**config.mk**
```make
export PLATFORM = sky130hd
export DESIGN_NAME = instr_boot_loader
export DESIGN_NICKNAME = d
export VERILOG_FILES = /design/src/rtl/instr_boot_loader_pkg.sv /design/src/rtl/instr_boot_loader_byte_word_packer.sv /design/src/rtl/instr_boot_loader.sv
export SDC_FILE = /design/constraint.sdc
export NUM_CORES = 1
export LEC_CHECK = 0
export CAP_MARGIN = 0
export CORE_MARGIN = 5
export CORE_UTILIZATION = 63
export CTS_CLUSTER_SIZE = 12
export DETAILED_ROUTE_END_ITERATION = 8
export DONT_BUFFER_PORTS = 1
export GPL_TIMING_DRIVEN = 1
export PLACE_DENSITY = 0.75
export SETUP_SLACK_MARGIN = 0.1
export SLEW_MARGIN = 20
export SYNTH_ARGS = -nofsm -noshare
export SYNTH_HDL_FRONTEND = slang
export SYNTH_SLANG_ARGS = --single-unit
```
**constraint.sdc**
```tcl
create_clock -name clk -period 2.93 [get_ports clk]
set_input_delay 0.293 -clock clk [delete_from_list [all_inputs] [get_ports clk]]
set_output_delay 0.293 -clock clk [all_outputs]
set_load 0.01 [all_outputs]
```
**src/rtl/instr_boot_loader_pkg.sv**
```systemverilog
`default_nettype none
// ============================================================================
//  Module      : instr_boot_loader_pkg
//  Description : Shared types and constants for the instruction boot loader:
//                FSM state encoding, length-field width, bytes per word and an
//                address helper.
//  Revision    : 1.0  initial release
// ============================================================================
package instr_boot_loader_pkg;

    // Width of the big-endian program-length header, in bits
    localparam int c_len_w          = 16;

    // Instruction words are assembled from this many stream bytes
    localparam int c_bytes_per_word = 4;

    // Width of the byte-within-word counter
    localparam int c_byte_cnt_w     = $clog2(c_bytes_per_word);

    // Loader control states
    typedef enum logic [2:0] {
        ST_IDLE   = 3'd0,
        ST_LEN_HI = 3'd1,
        ST_LEN_LO = 3'd2,
        ST_DATA   = 3'd3,
        ST_WRITE  = 3'd4,
        ST_DONE   = 3'd5
    } boot_state_t;

    // Byte address of word number idx relative to base; wraps modulo 2^32
    function automatic logic [31:0] word_addr(input logic [31:0]        base,
                                              input logic [c_len_w-1:0] idx);
        return base + {{(32-c_len_w-2){1'b0}}, idx, 2'b00};
    endfunction

endpackage : instr_boot_loader_pkg
`default_nettype wire

```
**src/rtl/instr_boot_loader_byte_word_packer.sv**
```systemverilog
`default_nettype none
// ============================================================================
//  Module      : byte_word_packer
//  Description : Collects stream bytes into big-endian 32-bit words. The first
//                three bytes are held in the assembly register; the fourth is
//                passed straight through so the complete word is presented on
//                the same cycle as the fourth transfer, together with
//                word_ready.
//  Revision    : 1.0  initial release
// ============================================================================
module byte_word_packer
    import instr_boot_loader_pkg::*;
(
    input  logic        clk,
    input  logic        reset,       // asynchronous, active low
    input  logic        clear,       // synchronous flush of any partial word
    input  logic        shift_en,    // a data byte is transferred this cycle
    input  logic [7:0]  byte_in,
    output logic        word_ready,  // fourth byte of a word is being accepted
    output logic [31:0] word_out     // assembled word, valid with word_ready
);

    localparam int                      c_held_w   = 8 * (c_bytes_per_word - 1);
    localparam logic [c_byte_cnt_w-1:0] c_last_idx = c_byte_cnt_w'(c_bytes_per_word - 1);
    localparam logic [c_byte_cnt_w-1:0] c_cnt_one  = c_byte_cnt_w'(1);

    logic [c_byte_cnt_w-1:0] r_count;
    logic [c_held_w-1:0]     r_assy;

    // Byte counter and assembly shift register; first byte ends up in [31:24]
    always_ff @(posedge clk or negedge reset) begin
        if (!reset) begin
            r_count <= '0;
            r_assy  <= '0;
        end else if (clear) begin
            r_count <= '0;
            r_assy  <= '0;
        end else if (shift_en) begin
            r_assy  <= {r_assy[c_held_w-9:0], byte_in};
            r_count <= r_count + c_cnt_one;   // wraps to 0 after the last byte
        end
    end

    // Word completes on the transfer that carries the last byte
    always_comb begin
        word_ready = shift_en && (r_count == c_last_idx);
        word_out   = {r_assy, byte_in};
    end

endmodule : byte_word_packer
`default_nettype wire

```
**src/rtl/instr_boot_loader.sv**
```systemverilog
`default_nettype none
// ============================================================================
//  Module      : instr_boot_loader
//  Description : Loads a length-prefixed byte stream into instruction memory.
//                Stream: 16-bit big-endian word count N, then N big-endian
//                32-bit words. Each word is written in a single WRITE cycle
//                at BASE_ADDR + 4*index while the CPU is held in reset.
//  Revision    : 1.0  initial release
// ============================================================================
module instr_boot_loader
    import instr_boot_loader_pkg::*;
#(
    parameter logic [31:0] BASE_ADDR = 32'h0000_0000,
    parameter int          MAX_WORDS = 256
) (
    input  logic               clk,
    input  logic               reset,        // asynchronous, active low
    input  logic               start,
    input  logic               byte_valid,
    input  logic [7:0]         byte_data,
    output logic               byte_ready,
    output logic               instwen,
    output logic [31:0]        addwrite,
    output logic [31:0]        instrdatain,
    output logic               cpu_hold,
    output logic               busy,
    output logic               done,
    output logic               err,
    output logic [c_len_w-1:0] word_count
);

    localparam logic [31:0]        c_max_words = 32'(MAX_WORDS);
    localparam logic [c_len_w-1:0] c_cnt_one   = c_len_w'(1);

    boot_state_t        r_state;
    logic [7:0]         r_len_hi;
    logic [c_len_w-1:0] r_len;

    logic               w_xfer;
    logic               w_arm;
    logic               w_shift_en;
    logic [c_len_w-1:0] w_len;
    logic [c_len_w-1:0] w_count_nxt;
    logic               w_word_ready;
    logic [31:0]        w_word;

    // Handshake, start qualification and derived length/count values
    always_comb begin
        w_xfer      = byte_valid && byte_ready;
        w_arm       = start && ((r_state == ST_IDLE) || (r_state == ST_DONE));
        w_shift_en  = w_xfer && (r_state == ST_DATA);
        w_len       = {r_len_hi, byte_data};
        w_count_nxt = word_count + c_cnt_one;
    end

    byte_word_packer u_packer (
        .clk        (clk),
        .reset      (reset),
        .clear      (w_arm),
        .shift_en   (w_shift_en),
        .byte_in    (byte_data),
        .word_ready (w_word_ready),
        .word_out   (w_word)
    );

    // Loader FSM; every output is registered and updated on state entry
    always_ff @(posedge clk or negedge reset) begin
        if (!reset) begin
            r_state     <= ST_IDLE;
            r_len_hi    <= '0;
            r_len       <= '0;
            byte_ready  <= 1'b0;
            instwen     <= 1'b0;
            addwrite    <= '0;
            instrdatain <= '0;
            cpu_hold    <= 1'b1;
            busy        <= 1'b0;
            done        <= 1'b0;
            err         <= 1'b0;
            word_count  <= '0;
        end else begin
            case (r_state)
                // Start is honoured only when no load is in flight
                ST_IDLE, ST_DONE: begin
                    if (start) begin
                        r_state    <= ST_LEN_HI;
                        byte_ready <= 1'b1;
                        busy       <= 1'b1;
                        cpu_hold   <= 1'b1;
                        done       <= 1'b0;
                        err        <= 1'b0;
                        word_count <= '0;
                    end
                end

                ST_LEN_HI: begin
                    if (w_xfer) begin
                        r_len_hi <= byte_data;
                        r_state  <= ST_LEN_LO;
                    end
                end

                // Length is validated before any data byte is accepted, so an
                // oversize program leaves the rest of the stream untouched
                ST_LEN_LO: begin
                    if (w_xfer) begin
                        r_len <= w_len;
                        if (w_len == '0) begin
                            r_state    <= ST_DONE;
                            byte_ready <= 1'b0;
                            busy       <= 1'b0;
                            done       <= 1'b1;
                            cpu_hold   <= 1'b0;
                        end else if (32'(w_len) > c_max_words) begin
                            r_state    <= ST_DONE;
                            byte_ready <= 1'b0;
                            busy       <= 1'b0;
                            done       <= 1'b1;
                            err        <= 1'b1;
                            cpu_hold   <= 1'b1;   // processor stays held on error
                        end else begin
                            r_state    <= ST_DATA;
                        end
                    end
                end

                // Fourth byte of a word: stop accepting and present the write
                ST_DATA: begin
                    if (w_word_ready) begin
                        r_state     <= ST_WRITE;
                        byte_ready  <= 1'b0;
                        instwen     <= 1'b1;
                        addwrite    <= word_addr(BASE_ADDR, word_count);
                        instrdatain <= w_word;
                    end
                end

                // Single write cycle, then either finish or fetch the next word
                ST_WRITE: begin
                    instwen     <= 1'b0;
                    addwrite    <= '0;
                    instrdatain <= '0;
                    word_count  <= w_count_nxt;
                    if (w_count_nxt == r_len) begin
                        r_state  <= ST_DONE;
                        busy     <= 1'b0;
                        done     <= 1'b1;
                        cpu_hold <= 1'b0;
                    end else begin
                        r_state    <= ST_DATA;
                        byte_ready <= 1'b1;
                    end
                end

                default: begin
                    r_state     <= ST_IDLE;
                    byte_ready  <= 1'b0;
                    instwen     <= 1'b0;
                    addwrite    <= '0;
                    instrdatain <= '0;
                    cpu_hold    <= 1'b1;
                    busy        <= 1'b0;
                end
            endcase
        end
    end

endmodule : instr_boot_loader
`default_nettype wire

```
==> results of run 1 <==
## Yosys cell counts, drive strengths merged, types with 11 or more instances
cell type,instances,area [µm²]
a21oi,38,190
a22o,49,429
buf,28,185
clkbuf,26,97.6
dfrtp,122,3050
mux2,24,270
nand2,76,290
nor2,25,93.8
nor3,11,60.1
nor4,12,133
o21ai,32,160
xnor2,15,131
## sequential cells by signal, summed over array words and instances (netlist names)
register          flops
r_len_hi              8
r_state               3
byte_ready            1
u_packer.r_assy      24
r_len                16
busy                  1
instwen               1
addwrite             16
err                   1
u_packer.r_count      2
cpu_hold              1
word_count           16
done                  1
instrdatain          32
## critical path: stages, from the launching register on
cell and delay, ps:
dfrtp_1 610, nand4_4 220, or4_1 540, o32ai_1 130
a31oi_1 110, nor4_4 500, and3_2 270, o221ai_1 110
## final cells by class
| cell class | count | share of cell area |
|---|---|---|
| clock buffers | 18 | 0.0651 |
| flip-flops and latches | 123 | 0.468 |
| well taps | 111 | 0.0211 |
| multi-input cells | 381 | 0.383 |
| clock inverters | 14 | 0.0202 |
| inverters | 11 | 0.00628 |
| repair buffers | 27 | 0.0361 |
## where the power goes
group	switching, µW	total, µW	internal (µW)
Sequential	379	2380	2000
Clock	786	1950	1160
Combinational	792	1380	587
Total	1960	5700	3750
## worst max-delay path by stage
stage                   from          to  slack [ps]  cells after the start
2_1_floorplan  word_count[1]  byte_ready         580                      8
3_3_place_gp   word_count[2]  byte_ready         390                      7
3_5_place_dp   word_count[2]  byte_ready         290                      7
4_1_cts        word_count[2]  byte_ready         250                      7
5_1_grt        word_count[3]  byte_ready         120                      7
6_report       word_count[3]  byte_ready         280                      7
## per-layer routing
metal  vias to the layer above  share of wire  wire (µm)
li1                       2001              -          -
met2                       166           0.48       6630
met5                         -              0          0
met4                         0          0.013        176
met3                        14          0.073       1010
met1                      2199           0.43       5990
## through the flow
stage	std cells	area, µm²	setup slack [ps]	total power (µW)	hold WS (ps)
CTS	685	6580	255	5720	-555
floorplan	569	5900	581	3360	-2.59
global placement	644	5930	386	3670	0.556
finish	685	6580	281	5700	-522
detailed placement	644	5930	291	3730	1.57
global route	685	6580	118	6000	-565
## cell families (layout without fill, tap and decap cells)
family                   count (synthesis)  in the layout
XOR/XNOR                                22             22
AO/OA/AOI/OAI                          157            157
adder cells (fa/ha/maj)                  2              2
AND/OR/NAND/NOR                        158            158
multiplexers                            26             26
buffers and inverters                   65             70
flip-flops                             123            123
other                                    1             16
## timing repair
action                                  4_1_cts  5_1_grt
resized for setup                             0        1
hold endpoints to repair                    157      123
endpoints found under the setup margin        0        1
==> metrics.md, run 1 <==
| Metric | Value |
|---|---|
| Kind of critical path | register to register |
| Worst path required time | 3300 ps |
| Cell row count | 35 |
| CTS tree | yes |
| Routed WL | 13800 µm |
| Final setup violation count | 0 |
| Slew Viols, Final | 0 |
| Initial core utilization | 0.638 |
| Setup TNS | 0 ps |
| Most common cell after layout, fill and taps aside | dfrtp_1 |
| Post-Synth XOR/XNOR Area | 0.0330 |
| Hold crit path type | input port to async pin |
| Share of cells above drive strength 1 | 0.171 |
| Detail Placement HPWL | 8760 µm |
| Final Net Count | 575 |
| Fraction of registers with async set/reset | 1.00 |
| Largest family of logic cells by synthesized area | compound AO/OA/AOI/OAI gates |
| Core ar. | 9150 µm² |
| Power per cell area | 867 nW/µm² |
| Routed via count | 4380 |
| Yosys warning count | 0 |
| Area Overhead vs Synth | 12.6% |
| Yosys cell types | 57 |
| Syn Area/Cell | 10.5 µm² |
| Clock latency at the later pin of the worst-skew pair | 520 ps |
| R2R Setup Slk | 280 ps |
| Post-Synth Simple-Gate Area | 0.144 |
| Most frequent cells in the layout | dfrtp_1 (121), nand2_1 (74), a22o_1 (49), a21oi_1 (38), o21ai_0 (31) |
| Met2 usage | 0.398 |
| GRT overflow | 0 |
| WL per Instance | 20.1 µm |
| Largest net degree at the start of global routing | 124 |
| Reg2Reg Capture Point | byte_ready |
| Footprint of the multi-input gates | 2520 µm² |
| Post-Syn Area | 5840 µm² |
| Slew HR | 0.493 |
| Hold Buf Count CTS | 9 |
| Initial antenna violation count | 0 |
| Number of flops mapped to enable cells by yosys | 0 |
| First-pass GRT wire length | 22300 µm |
| Max-cap viol count | 0 |
| Worst VDD drop | 539 µV |
| Final Cycle Share | 0.904 |
| FF+latch count, synth | 123 |
| Clk_skew | 9.99 ps |
| Final ANT Viol Nets | 0 |
| Tmin final | 2650 ps |
| Vias in the first global route | 4326 |
| Port bufs | 0 |
| Slew @ Worst Pin | 759 ps |
| Worst-path fanout max | 11 |
| Busiest layer in global routing | met2 |
| Critical Path AT | 3020 ps |
| Grt met1 use | 0.333 |
| CTS sink cnt | 123 |
| Clock Path Buffers | 2 |
| Hold Vio Cnt, Final | 123 |
| Unrepaired setup endpoints after global routing | no |
| Violated checks | hold timing |
| Fmax achieved | 0.378 GHz |
| Commonest register cell after synthesis | dfrtp_1 |
| Fin Hold WS | -522 ps |
| DRT iter0 DRCs | 309 |
| CTS Buf Count | 17 |
| Flip-flop and latch area | 3080 µm² |
| Die ar. | 11300 µm² |
| Ant. Diodes | 0 |
| Die Span Y | 106 µm |
| Reg2Reg Launch Point | word_count[3] |
| Worst setup EP type | register |
| Mapped Cells | 554 |
| DR vias/cell | 6.39 |
| Fillers | 639 |
| I/O pin total | 98 |
| Startpoint Class | register |
| Gp weighted congestion | 0.902 |
| Clock transition at path regs | 60 ps |
| GRT Total Usage | 0.254 |
| Post-layout util | 0.719 |
| Compound-Gate Fraction of Synth Area | 0.186 |
| Seq/Total Area, Yosys | 0.527 |
| P_leak | 0.00296 µW |
| R2R cell count | 7 |
| Outcome | finished with violations |
| Met3 usage | 0.0874 |
| Post-synthesis mux area share | 0.0497 |
| Postcts setup bufs | 0 |
| CTS root buffer | clkbuf_8 |
| Die X | 106 µm |
| H-Tree Level Count | 4 |
| Synth Area in Adders | 0.00428 |
| DR pass1 iterations | 5 |
| Post-route DRC | 0 |
Note: power is estimated with default switching activity, not from simulation.
==> run 2: changes to the inputs <==
--- a/config.mk
+++ b/config.mk
@@ -7,12 +7,12 @@
 export LEC_CHECK = 0
 export CAP_MARGIN = 0
 export CORE_MARGIN = 5
-export CORE_UTILIZATION = 63
+export CORE_UTILIZATION = 25
 export CTS_CLUSTER_SIZE = 12
 export DETAILED_ROUTE_END_ITERATION = 8
 export DONT_BUFFER_PORTS = 1
 export GPL_TIMING_DRIVEN = 1
-export PLACE_DENSITY = 0.75
+export PLACE_DENSITY = 0.34
 export SETUP_SLACK_MARGIN = 0.1
 export SLEW_MARGIN = 20
 export SYNTH_ARGS = -nofsm -noshare
==> run 2 against run 1 <==
Against the previous run:
- the run still ends with hold timing left
- sequential cell count unchanged
- first-iteration DRC count decreased by 10%
- clock-buffer cell count unchanged
- combinational power increased by 4%
- die area increased by 130%
- via count increased by 0.55%
==> metrics.md, run 2 (same netlist as run 1, synthesis figures left out) <==
| Metric | Value |
|---|---|
| Final setup violation count | 0 |
| Slew HR | 0.643 |
| Regs by FF count | instrdatain: 32 flops, u_packer.r_assy: 24 flops |
| Hold Vio Cnt, Final | 123 |
| Port bufs | 0 |
| CTS resizes | 0 |
| Setup TNS | 0 ps |
| DR vias/cell | 4.88 |
| CTS root buffer | clkbuf_16 |
| Gp weighted congestion | 0.793 |
| Share of cells above drive strength 1 | 0.183 |
| Worst path required time | 3210 ps |
| Violated checks | hold timing |
| WL per Instance | 18.8 µm |
| I/O pin total | 98 |
| Hold Buf Count CTS | 8 |
| Final ANT Viol Nets | 0 |
| Post-route DRC | 0 |
| Most common cell after layout, fill and taps aside | dfrtp_1 |
| H-Tree Level Count | 4 |
| Outcome | finished with violations |
| Final WS setup | 323 ps |
| Clk_skew | 7.47 ps |
| CTS tree | yes |
| CTS sink cnt | 123 |
| Cell row count | 56 |
| Post-layout util | 0.300 |
| Routed WL | 17000 µm |
| Power per cell area | 862 nW/µm² |
| DR pass1 iterations | 7 |
| CTS Buf Count | 17 |
| Most frequent cells in the layout | dfrtp_1 (122), nand2_1 (74), a22o_1 (49), a21oi_1 (38), o21ai_0 (31) |
| P_leak | 0.00305 µW |
| Final Net Count | 585 |
| Slew Viols, Final | 0 |
| Worst-path fanout max | 7 |
| Max-cap viol count | 0 |
| Initial core utilization | 0.251 |
| Worst VDD drop | 271 µV |
| Hold crit path type | input port to async pin |
| Ant. Diodes | 0 |
| Die Span Y | 163 µm |
| Startpoint Class | register |
| Clock transition at path regs | 60 ps |
| DRT iter0 DRCs | 278 |
| GRT Total Usage | 0.132 |
| Clock Path Buffers | 2 |
| Unrepaired setup endpoints after global routing | no |
| Area Overhead vs Synth | 19.4% |
| Routed via count | 4404 |
| Fmax achieved | 0.384 GHz |
| Die X | 163 µm |
| Max reg flops | 32 |
| Tmin final | 2610 ps |
| Die ar. | 26500 µm² |
| Clock latency at the later pin of the worst-skew pair | 410 ps |
| Largest net degree at the start of global routing | 124 |
| Worst setup EP type | register |
| Fin Hold WS | -416 ps |
| Dpl ws | 248 ps |
| Slew @ Worst Pin | 535 ps |
| Final Cycle Share | 0.890 |
| Detail Placement HPWL | 11200 µm |
| Initial antenna violation count | 0 |
| Kind of critical path | register to register |
| Critical Path AT | 2880 ps |
| First-pass GRT wire length | 27200 µm |
| Top reg by flops | instrdatain |
| GRT overflow | 0 |
| Core ar. | 23300 µm² |
| Vias in the first global route | 4440 |
==> run 2: changes by cell type in the layout (fill, tap and decap cells not counted), moves of 2 or more <==
| cell | before | now |
|---|---|---|
| buf_4 | 17 | 27 |
| bufinv_16 | 1 | 3 |
| clkinv_2 | 3 | 0 |
| clkinv_4 | 1 | 4 |
| clkbuf_8 | 2 | 0 |
==> run 2: metrics by stage <==
step           cell area [µm²]  instances  total power (µW)
2_1_floorplan             5900        569              3360
3_3_place_gp              6270        861              3820
3_5_place_dp              6270        861              3840
4_1_cts                   6960        901              6090
5_1_grt                   6980        903              6380
6_report                  6980        903              6010
==> run 2: critical path, stage by stage (launching register included) <==
cell and delay [ps]:
dfrtp_1 550, ha_1 330, xor2_1 150, a311oi_1 270, o211ai_1 140, or3_4 350, nor4_4 200, buf_4 190
and3_2 200, o221ai_1 90
==> run 2: report_power, final <==
part           internal [µW]  switching [µW]
Sequential              2000             371
Clock                   1360             843
Combinational            619             821
==> run 2: worst paths after layout <==
kind	from	to	slack (ps)	cells past startpoint
worst min-delay path	reset	word_count[5]	-420	0
worst min register to register	u_packer.r_assy[16]	instrdatain[24]	490	1
worst max-delay path	word_count[1]	byte_ready	320	9
max in group asynchronous	reset	cpu_hold	2990	0
min in group clk	byte_data[3]	instrdatain[3]	20	1
worst max register to register	word_count[1]	byte_ready	320	9
==> run 2: area by class of cell <==
| class | instances | area, µm² |
|---|---|---|
| clock buffers | 18 | 429 |
| clock inverters | 14 | 185 |
| fillers | 2468 | 16300 |
| inverters | 11 | 41.3 |
| multi-input cells | 381 | 2520 |
| flip-flops and latches | 123 | 3080 |
| well taps | 319 | 399 |
| repair buffers | 37 | 323 |
==> run 2: what timing repair did <==
item / 4_1_cts / 5_1_grt
hold endpoints to repair: 137 / 123
setup buffers: 0 / 2
endpoints found under the setup margin: 0 / 4
==> run 2: metal layers <==
metal  vias to the layer above  wire (µm)  track usage  share of wire
met1                      2248       7940        0.180           0.47
met4                         0        191       0.0389          0.011
met5                         -          0            0              0
met3                        14       1030       0.0400          0.061
li1                       2020          -            -              -
met2                       122       7820        0.202           0.46
==> run 3: changes to the inputs <==
--- a/config.mk
+++ b/config.mk
@@ -5,7 +5,7 @@
 export SDC_FILE = /design/constraint.sdc
 export NUM_CORES = 1
 export LEC_CHECK = 0
-export CAP_MARGIN = 0
+export CAP_MARGIN = 20
 export CORE_MARGIN = 5
 export CORE_UTILIZATION = 25
 export CTS_CLUSTER_SIZE = 12
==> results of run 3 <==
Final layout, timing and power as in run 2 (identical DEF).
